### src/rtl/bf_exec_unit.sv
// Multi-thread execute stage: per-thread data pointers, tape ALU ops, forward/backward
// branches and blocking OUT/IN, with a single EX slot fed from a registered issue stage.
module bf_exec_unit #(
  parameter int DATA_W   = 16,
  parameter int ADDR_W   = 16,
  parameter int NTHREADS = 4,
  parameter int TID_W    = (NTHREADS > 1) ? $clog2(NTHREADS) : 1
) (
  input  logic              clk,
  input  logic              rst_n,
  input  logic              issue_valid,
  output logic              issue_ready,
  input  logic [TID_W-1:0]  issue_tid,
  input  logic [15:0]       ins_in,
  output logic [ADDR_W-1:0] ptr_select,
  input  logic [DATA_W-1:0] val_in,
  output logic              wb_en,
  output logic [ADDR_W-1:0] ptr_wb,
  output logic [DATA_W-1:0] val_out,
  output logic              branch_en,
  output logic [TID_W-1:0]  branch_tid,
  output logic [15:0]       branch_val,
  output logic              out_valid,
  input  logic              out_ready,
  output logic [DATA_W-1:0] out_data,
  input  logic              in_valid,
  output logic              in_ready,
  input  logic [DATA_W-1:0] in_data
);

  localparam logic [3:0] OP_PLUS  = 4'd1;
  localparam logic [3:0] OP_MINUS = 4'd2;
  localparam logic [3:0] OP_INC   = 4'd3;
  localparam logic [3:0] OP_DEC   = 4'd4;
  localparam logic [3:0] OP_BRZ   = 4'd5;
  localparam logic [3:0] OP_BRNZ  = 4'd6;
  localparam logic [3:0] OP_OUT   = 4'd7;
  localparam logic [3:0] OP_IN    = 4'd8;

  typedef enum logic {EX_EMPTY, EX_BUSY} ex_state_t;

  ex_state_t         state_q, state_d;
  logic [15:0]       ex_ins;
  logic [TID_W-1:0]  ex_tid;
  logic [ADDR_W-1:0] ex_ptr;
  logic [DATA_W-1:0] ex_val;
  logic [ADDR_W-1:0] ptr_q [NTHREADS];

  logic [3:0]        ex_op;
  logic              ex_valid, ex_done, accept, is_wb, is_incdec;
  logic [ADDR_W-1:0] ptr_next;
  logic [DATA_W-1:0] fwd_val;

  assign ex_op     = ex_ins[15:12];
  assign ex_valid  = (state_q == EX_BUSY);
  assign is_wb     = (ex_op == OP_PLUS) || (ex_op == OP_MINUS) || (ex_op == OP_IN);
  assign is_incdec = (ex_op == OP_INC) || (ex_op == OP_DEC);
  assign ptr_next  = (ex_op == OP_INC) ? ex_ptr + 1'b1 : ex_ptr - 1'b1;

  // Only blocked I/O keeps the slot; everything else retires in its first EX cycle.
  assign ex_done = ex_valid && !((ex_op == OP_OUT) && !out_ready)
                            && !((ex_op == OP_IN) && !in_valid);
  assign issue_ready = !ex_valid || ex_done;
  assign accept      = issue_valid && issue_ready;

  always_ff @(posedge clk or negedge rst_n) begin
    if (!rst_n) state_q <= EX_EMPTY;
    else        state_q <= state_d;
  end

  always_comb begin
    state_d = state_q;
    if (accept)       state_d = EX_BUSY;
    else if (ex_done) state_d = EX_EMPTY;
  end

  always_comb begin
    wb_en      = 1'b0;
    ptr_wb     = '0;
    val_out    = DATA_W'(16'hdead);
    branch_en  = 1'b0;
    branch_tid = '0;
    branch_val = 16'hdead;
    out_valid  = 1'b0;
    out_data   = '0;
    in_ready   = 1'b0;
    if (ex_valid) begin
      ptr_wb = ex_ptr;
      wb_en  = ex_done && is_wb;
      case (ex_op)
        OP_PLUS:  val_out = ex_val + 1'b1;
        OP_MINUS: val_out = ex_val - 1'b1;
        OP_IN: begin
          in_ready = 1'b1;
          val_out  = in_data;
        end
        OP_OUT: begin
          out_valid = 1'b1;
          out_data  = ex_val;
        end
        OP_BRZ:  branch_en = (ex_val == '0);
        OP_BRNZ: branch_en = (ex_val != '0);
        default: ;
      endcase
      if (branch_en) begin
        branch_tid = ex_tid;
        branch_val = {4'b0, ex_ins[11:0]};
      end
    end
  end

  // Same-thread forwarding so back-to-back instructions never see a stale pointer or cell.
  always_comb begin
    ptr_select = ptr_q[issue_tid];
    if (ex_done && is_incdec && (ex_tid == issue_tid))
      ptr_select = ptr_next;
    fwd_val = val_in;
    if (wb_en && (ex_tid == issue_tid) && (ex_ptr == ptr_select))
      fwd_val = val_out;
  end

  always_ff @(posedge clk or negedge rst_n) begin
    if (!rst_n) begin
      ex_ins <= '0;
      ex_tid <= '0;
      ex_ptr <= '0;
      ex_val <= '0;
      for (int t = 0; t < NTHREADS; t++) ptr_q[t] <= '0;
    end else begin
      if (ex_done && is_incdec)
        ptr_q[ex_tid] <= ptr_next;
      if (accept) begin
        ex_ins <= ins_in;
        ex_tid <= issue_tid;
        ex_ptr <= ptr_select;
        ex_val <= fwd_val;
      end
    end
  end

endmodule

### config.mk
export PLATFORM = sky130hd
export DESIGN_NAME = bf_exec_unit
export DESIGN_NICKNAME = d
export VERILOG_FILES = /design/src/rtl/bf_exec_unit.sv
export SDC_FILE = /design/constraint.sdc
export NUM_CORES = 1
export LEC_CHECK = 0
export ABC_AREA = 1
export BUFFER_PORTS_ARGS = -buffer_cell sky130_fd_sc_hd__buf_2
export CORE_MARGIN = 5
export CORE_UTILIZATION = 44
export DETAILED_ROUTE_END_ITERATION = 10
export GPL_ROUTABILITY_DRIVEN = 0
export PLACE_DENSITY = 0.64
export SLEW_MARGIN = 20
export SYNTH_ARGS = -nofsm -noshare
export SYNTH_HDL_FRONTEND = slang
export SYNTH_SLANG_ARGS = --single-unit
### constraint.sdc
create_clock -name clk -period 3.84 [get_ports clk]
set_input_delay 0.192 -clock clk [delete_from_list [all_inputs] [get_ports clk]]
set_output_delay 0.192 -clock clk [all_outputs]
set_load 0.02 [all_outputs]
Word-level counts from Yosys, hierarchy flattened
Cells that the tools add are included.
{ "word_totals": {"reg_bits": 115, "in_bits": 55, "output_inout_bits": 87} }
{ "classes": {"add_sub_neg": 4, "magnitude_cmp": 3, "n_eq_ne": 10, "mux": 28, "bitwise_logic": 2, "reduce_logical": 23} }
{ "op_table": {"columns": ["cell", "n"], "rows": [
  ["16-bit two-way mux", 12],
  ["64-bit bitwise mux", 1],
  ["16-bit one-hot mux with 3 select lines", 1],
  ["16-bit by 1-bit adder with 16-bit output, second input constant", 2],
  ["16-bit binary-select mux with 2-bit select", 1],
  ["16-bit demux with 2-bit select", 1],
  ["16-bit by 1-bit subtractor with 16-bit output, second input constant", 2],
  ["16-bit equality test", 1],
  ["4-bit by 3-bit equality test with 1-bit output, second input constant", 4],
  ["16-bit zero test", 1],
  ["16-bit nonzero test", 1],
  ["1-bit logical AND", 11],
  ["1-bit two-way mux", 9],
  ["4-bit by 2-bit equality test with 1-bit output, second input constant", 2],
  ["3-bit >= comparator, second input constant", 2],
  ["2-bit inverter with 3-bit output", 2],
  ["1-bit zero test", 5],
  ["4-bit by 1-bit equality test with 1-bit output, second input constant", 1],
  ["4-bit equality test, second input constant", 1],
  ["1-bit logical OR", 4],
  ["2-bit two-way mux", 2],
  ["3-bit by 1-bit < comparator with 1-bit output, second input constant", 1],
  ["2-bit equality test", 1],
  ["1-bit one-hot mux with 2 select lines", 1],
  ["2-bit nonzero test", 1]
]} }

Depth between registers and ports, before layout
{ "depth": {"ltp_word": 11, "mapped_depth": 23, "ltp_nobuf": 22} }

Worst setup path before layout
Ideal clock, no wire load.
{ "synth_path": {"path_type": "register -> register", "startpoint": "register ex_ins[14]", "endpoint": "register ex_val[13]", "setup_time_ns": 0.117, "arrival_time_ns": 3.208, "required_time_ns": 3.723, "path_slack_ns": 0.515, "path_stages_with_launch": 20, "n_path_buf": 1, "cell_sequence": "dfrtp_1 inv_2 nand4_1 ha_1 or2_1 nand3_1 nand2_1 nand3_1 nand2_1 nand2_1 nand3_1 nand2_1 nand2_1 nand2_1 nand2_1 nor2_4 buf_2 nand3_1 nand3_1 nand2_1"} }
{ "synth_via": {"elab_chain_cells": 11, "elab_cells_between_ends": 29, "classes_between": "eq/ne (7); mux (6); reduce/logical (16)"} }
{ "synth_rtl": {"columns": ["item", "line_no", "rtl"], "rows": [
  ["start, declared", "43", "logic [15:0] ex_ins;"],
  ["start signal, assigned", "133", "ex_ins <= ins_in;"],
  ["4-bit by 3-bit equality test with 1-bit output", "61", "assign ex_done = ex_valid && !((ex_op == OP_OUT) && !out_ready)"],
  ["1-bit logical AND", "61", null],
  ["1-bit zero test", "61", null],
  ["1-bit logical AND", "61", null],
  ["1-bit logical AND", "62", "&& !((ex_op == OP_IN) && !in_valid);"],
  ["1-bit logical AND (2 in series)", "115", "if (ex_done && is_incdec && (ex_tid == issue_tid))"],
  ["16-bit two-way mux (*)", "115", null],
  ["via ptr_select[11]", "15", "output logic [ADDR_W-1:0] ptr_select,"],
  ["16-bit equality test (*)", "118", "if (wb_en && (ex_tid == issue_tid) && (ex_ptr == ptr_select))"],
  ["1-bit logical AND (*)", "118", null],
  ["16-bit two-way mux (*)", "118", null],
  ["end signal, assigned", "136", "ex_val <= fwd_val;"],
  ["end, declared", "46", "logic [DATA_W-1:0] ex_val;"]
]} }
The timed path passes the listed nets; every way through them passes the cells marked *.
A chain may end at the register's enable or synchronous reset.

Worst setup path after layout
{ "layout_path": {"startpoint": "register ex_ins[14]", "endpoint": "output val_out[14]"} }
{ "layout_via": {"elab_chain_cells": 3, "elab_cells_between_ends": 5, "classes_between": "eq/ne (3); mux (2)"} }
{ "layout_rtl": {"columns": ["item", "line_no", "rtl"], "rows": [
  ["4-bit equality test (tied with other cells)", "90", "case (ex_op)"],
  ["16-bit one-hot mux with 3 select lines (*)", "90", null],
  ["16-bit two-way mux (*)", "87", "if (ex_valid) begin"],
  ["end, declared", "19", "output logic [DATA_W-1:0] val_out,"]
]} }
Mark *: on every way between the ends. The rest lies on a longest branch, timed or not.

==> reports/results.tsv <==
stage	metric	value	unit
sta	rsz0062_at_grt	no	
drt	drc	0	
critical_path	reg2reg_depth	20	
critical_path	end_kind	output pin	
finish	nNetsFinal	1509	
floorplanning	core	18600	µm²
critical_path	cp_slowest_stage_delay	0.40	ns
global_route	grt_max_degree	73	
critical_path	crit_family	simple AND/OR/NAND/NOR gates	
floorplanning	placementRows	50	
sta	clock.fmax	298	MHz
critical_path	crit_type	reg -> out	
finish	final_common_cell	nand2_1	
finish	layout_common_cells	425 x nand2_1, 192 x inv_1, 139 x buf_2, 131 x o21ai_0, 116 x nand3_1	
critical_path	critPathArrivalTime	3.16	ns
flow_run	cap_viol_max_count	0	
yosys	ys_types	46	
yosys	ys_ff_latch	115	
pwr	ir_drop	360	µV
place	portBuffers	140	
finish	area_delta_synth_final	20.1	%
hold_path	whs_endpoint	ex_ins[13]	
global_route	grt.overflow.total	0	
floorplanning	initial_core_util	0.444	
clock_network	cts_buffers	17	
finish	drive_above_1_share	0.158	
clock_network	clockBufferDepth	2	
critical_path	critPathBufInv	4	
critical_path	cp_slowest_cell	dfrtp_1	
drt	totalWireLength	25.8	mm
drt	dr.pass1.iters	5	
clock_network	cts.sinks	115	
yosys	synth_top_flop_cell	dfrtp_1	
critical_path	r2r_setup_slack	0.58	ns
finish	fill_cells	1885	
drt	final_antenna_net_count	0	
finish	seq_area	2880	µm²
yosys	yosys_warnings	0	
hold_path	min_from	ins_in[13]	
sta	hold_viol	0	
finish	multi_input_area	4390	µm²
critical_path	r2r-end	ex_val[2]	
critical_path	critPathLaunchType	register	
critical_path	critPathMaxFanout	16	
status	status	complete, no violations	
sta	fin_worst_skew	0.00941	ns
finish	antennaDiodeCount	0	
clock_network	clockRootBuffer	clkbuf_16	
hold_path	min_path_type	in -> reg	
sta	holdWs	0.0139	ns
yosys	syn_avg_cell_area	6.46	µm²
yosys	postSynthCellCount	1276	
sta	worstMarginPinSlew	0.958	ns
drt	avgViaCountPerCell	5.04	
clock_network	cts_max_level	4	
yosys	syn-num-nets	1364	
sta	maxSlewViolCount	0	
global_route	grt_pass1_wl	41.2	mm
floorplanning	dieHeight	147	µm
yosys	postSynth.asyncResetShare	1.00	
sta	slew_headroom	0.360	
clock_network	tritoncts	done	
place	place_hpwl	19.5	mm
floorplanning	ios	142	
pwr	p_per_area	683	nW/µm²
sta	finalSetupTns	0	ns
clock_network	post_cts_buffers	0	
yosys	synth_enable_flop_cells	0	
global_route	antenna_found_initial	0	
critical_path	worstPathRequired	3.65	ns
pwr	leakage	5.65	nW
global_route	grt_pass1_vias	7988	
floorplanning	die_w	147	µm
drt	drt_iter0_drc	499	
yosys	ys_seq_area_frac	0.349	
clock_network	clock_latency	0.42	ns
yosys	syn_area	8250	µm²
clock_network	path_clk_slew	0.06	ns
drt	vias	8404	
critical_path	path_cells	inv_2, nand2_1, nor2_1, buf_4, ha_1, a21oi_1, o21ai_0, nand2_1, nand3_1, a21boi_0, nand2_1, nand2_1, nor2_1, nor2_1, inv_1, buf_2	
floorplanning	die_area	21600	µm²
sta	fin_crit_sh	0.873	
hold_path	min_path_cells	3	
global_route	grt_util_all_layers	0.237	
sta	period_needed	3.35	ns
drt	drt-wirelength-per-cell	15.5	µm
critical_path	crit_top_cell	nand2_1	
sta	setup_viol	0	
critical_path	r2r_start	ex_ins[14]	
where the power goes:
group	switching, W	internal [W]	leakage (nW)	total [W]
Sequential	0.000305	0.00164	1.43	0.00195
Clock	0.000637	0.000992	0.291	0.00163
Combinational	0.00217	0.00101	3.92	0.00319
area by class of cell:
cell class	instances	area share
tap	234	0.0296
timing repair buffer	171	0.0983
sequential	115	0.291
clock inverter	14	0.0167
inverter	203	0.0769
clock buffer	18	0.0443
multi-input combinational	913	0.444
metal layers:
metal / vias up / GRT usage / share of wire
li1: 4322 / - / -
met1: 3815 / 0.301 / 0.44
met2: 228 / 0.404 / 0.48
met3: 39 / 0.0438 / 0.056
met4: 0 / 0.0862 / 0.028
met5: - / 0 / 0
metrics by stage:
step / cells / setup slack, ns / total power (W) / area, µm² / util
2_1_floorplan: 1276 / 0.515 / 0.00415 / 8250 / -
3_3_place_gp: 1621 / 0.673 / 0.00508 / 9150 / 0.492
3_5_place_dp: 1621 / 0.615 / 0.00513 / 9150 / 0.492
4_1_cts: 1668 / 0.517 / 0.00680 / 9900 / 0.533
5_1_grt: 1668 / 0.154 / 0.00734 / 9900 / 0.533
6_report: 1668 / 0.486 / 0.00676 / 9900 / 0.533
flip-flops by register name, indices dropped and copies added, names as in the netlist:
register	cells
ex_ins	16
ex_ptr	16
ex_val	16
ptr_q	64
ex_valid	1
ex_tid	2
timing repair:
| action | 4_1_cts | 5_1_grt |
|---|---|---|
| gates resized for setup | 0 | 0 |
| hold buffers | 15 | 0 |
| endpoints found under the hold margin | 74 | 0 |
tightest hold or removal path, stage by stage:
cell and delay (ns):
buf_2 0.08, nand2_1 0.05, o21ai_0 0.07
synth_stat cells, types with 4 or more instances:
cell type / n / area (µm²)
a21oi_1: 50 / 250
nor3_1: 7 / 35.0
o21ai_0: 131 / 656
nand2_1: 425 / 1600
buf_4: 5 / 37.5
or2_2: 13 / 81.3
clkbuf_1: 28 / 105
nand3_1: 116 / 581
inv_1: 192 / 721
ha_1: 31 / 388
buf_2: 8 / 40.0
a21o_1: 4 / 30.0
nand4_1: 5 / 31.3
o22ai_1: 6 / 37.5
nor2_1: 79 / 297
inv_2: 8 / 30.0
nor4_1: 4 / 25.0
dfrtp_1: 115 / 2880
how the worst max path moves through the flow:
stage,start,to,cells after the start
after floorplan,ex_ins[14],ex_val[13],19
after global placement,ex_ins[15],ex_val[4],20
after detailed placement,ex_ins[14],ex_val[0],20
after CTS,ex_ins[13],val_out[14],17
after global routing,ex_ins[13],val_out[14],17
final,ex_ins[14],val_out[14],16
cells by family after synthesis:
| family | Yosys count | share of synthesized area |
|---|---|---|
| XOR/XNOR | 4 | 0.00425 |
| buffers and inverters | 248 | 0.119 |
| AO/OA/AOI/OAI | 203 | 0.129 |
| flip-flops | 115 | 0.349 |
| adder cells (fa/ha/maj) | 33 | 0.0519 |
| other | 1 | 0.000455 |
| AND/OR/NAND/NOR | 672 | 0.346 |
(Power assumes the default switching activity.)
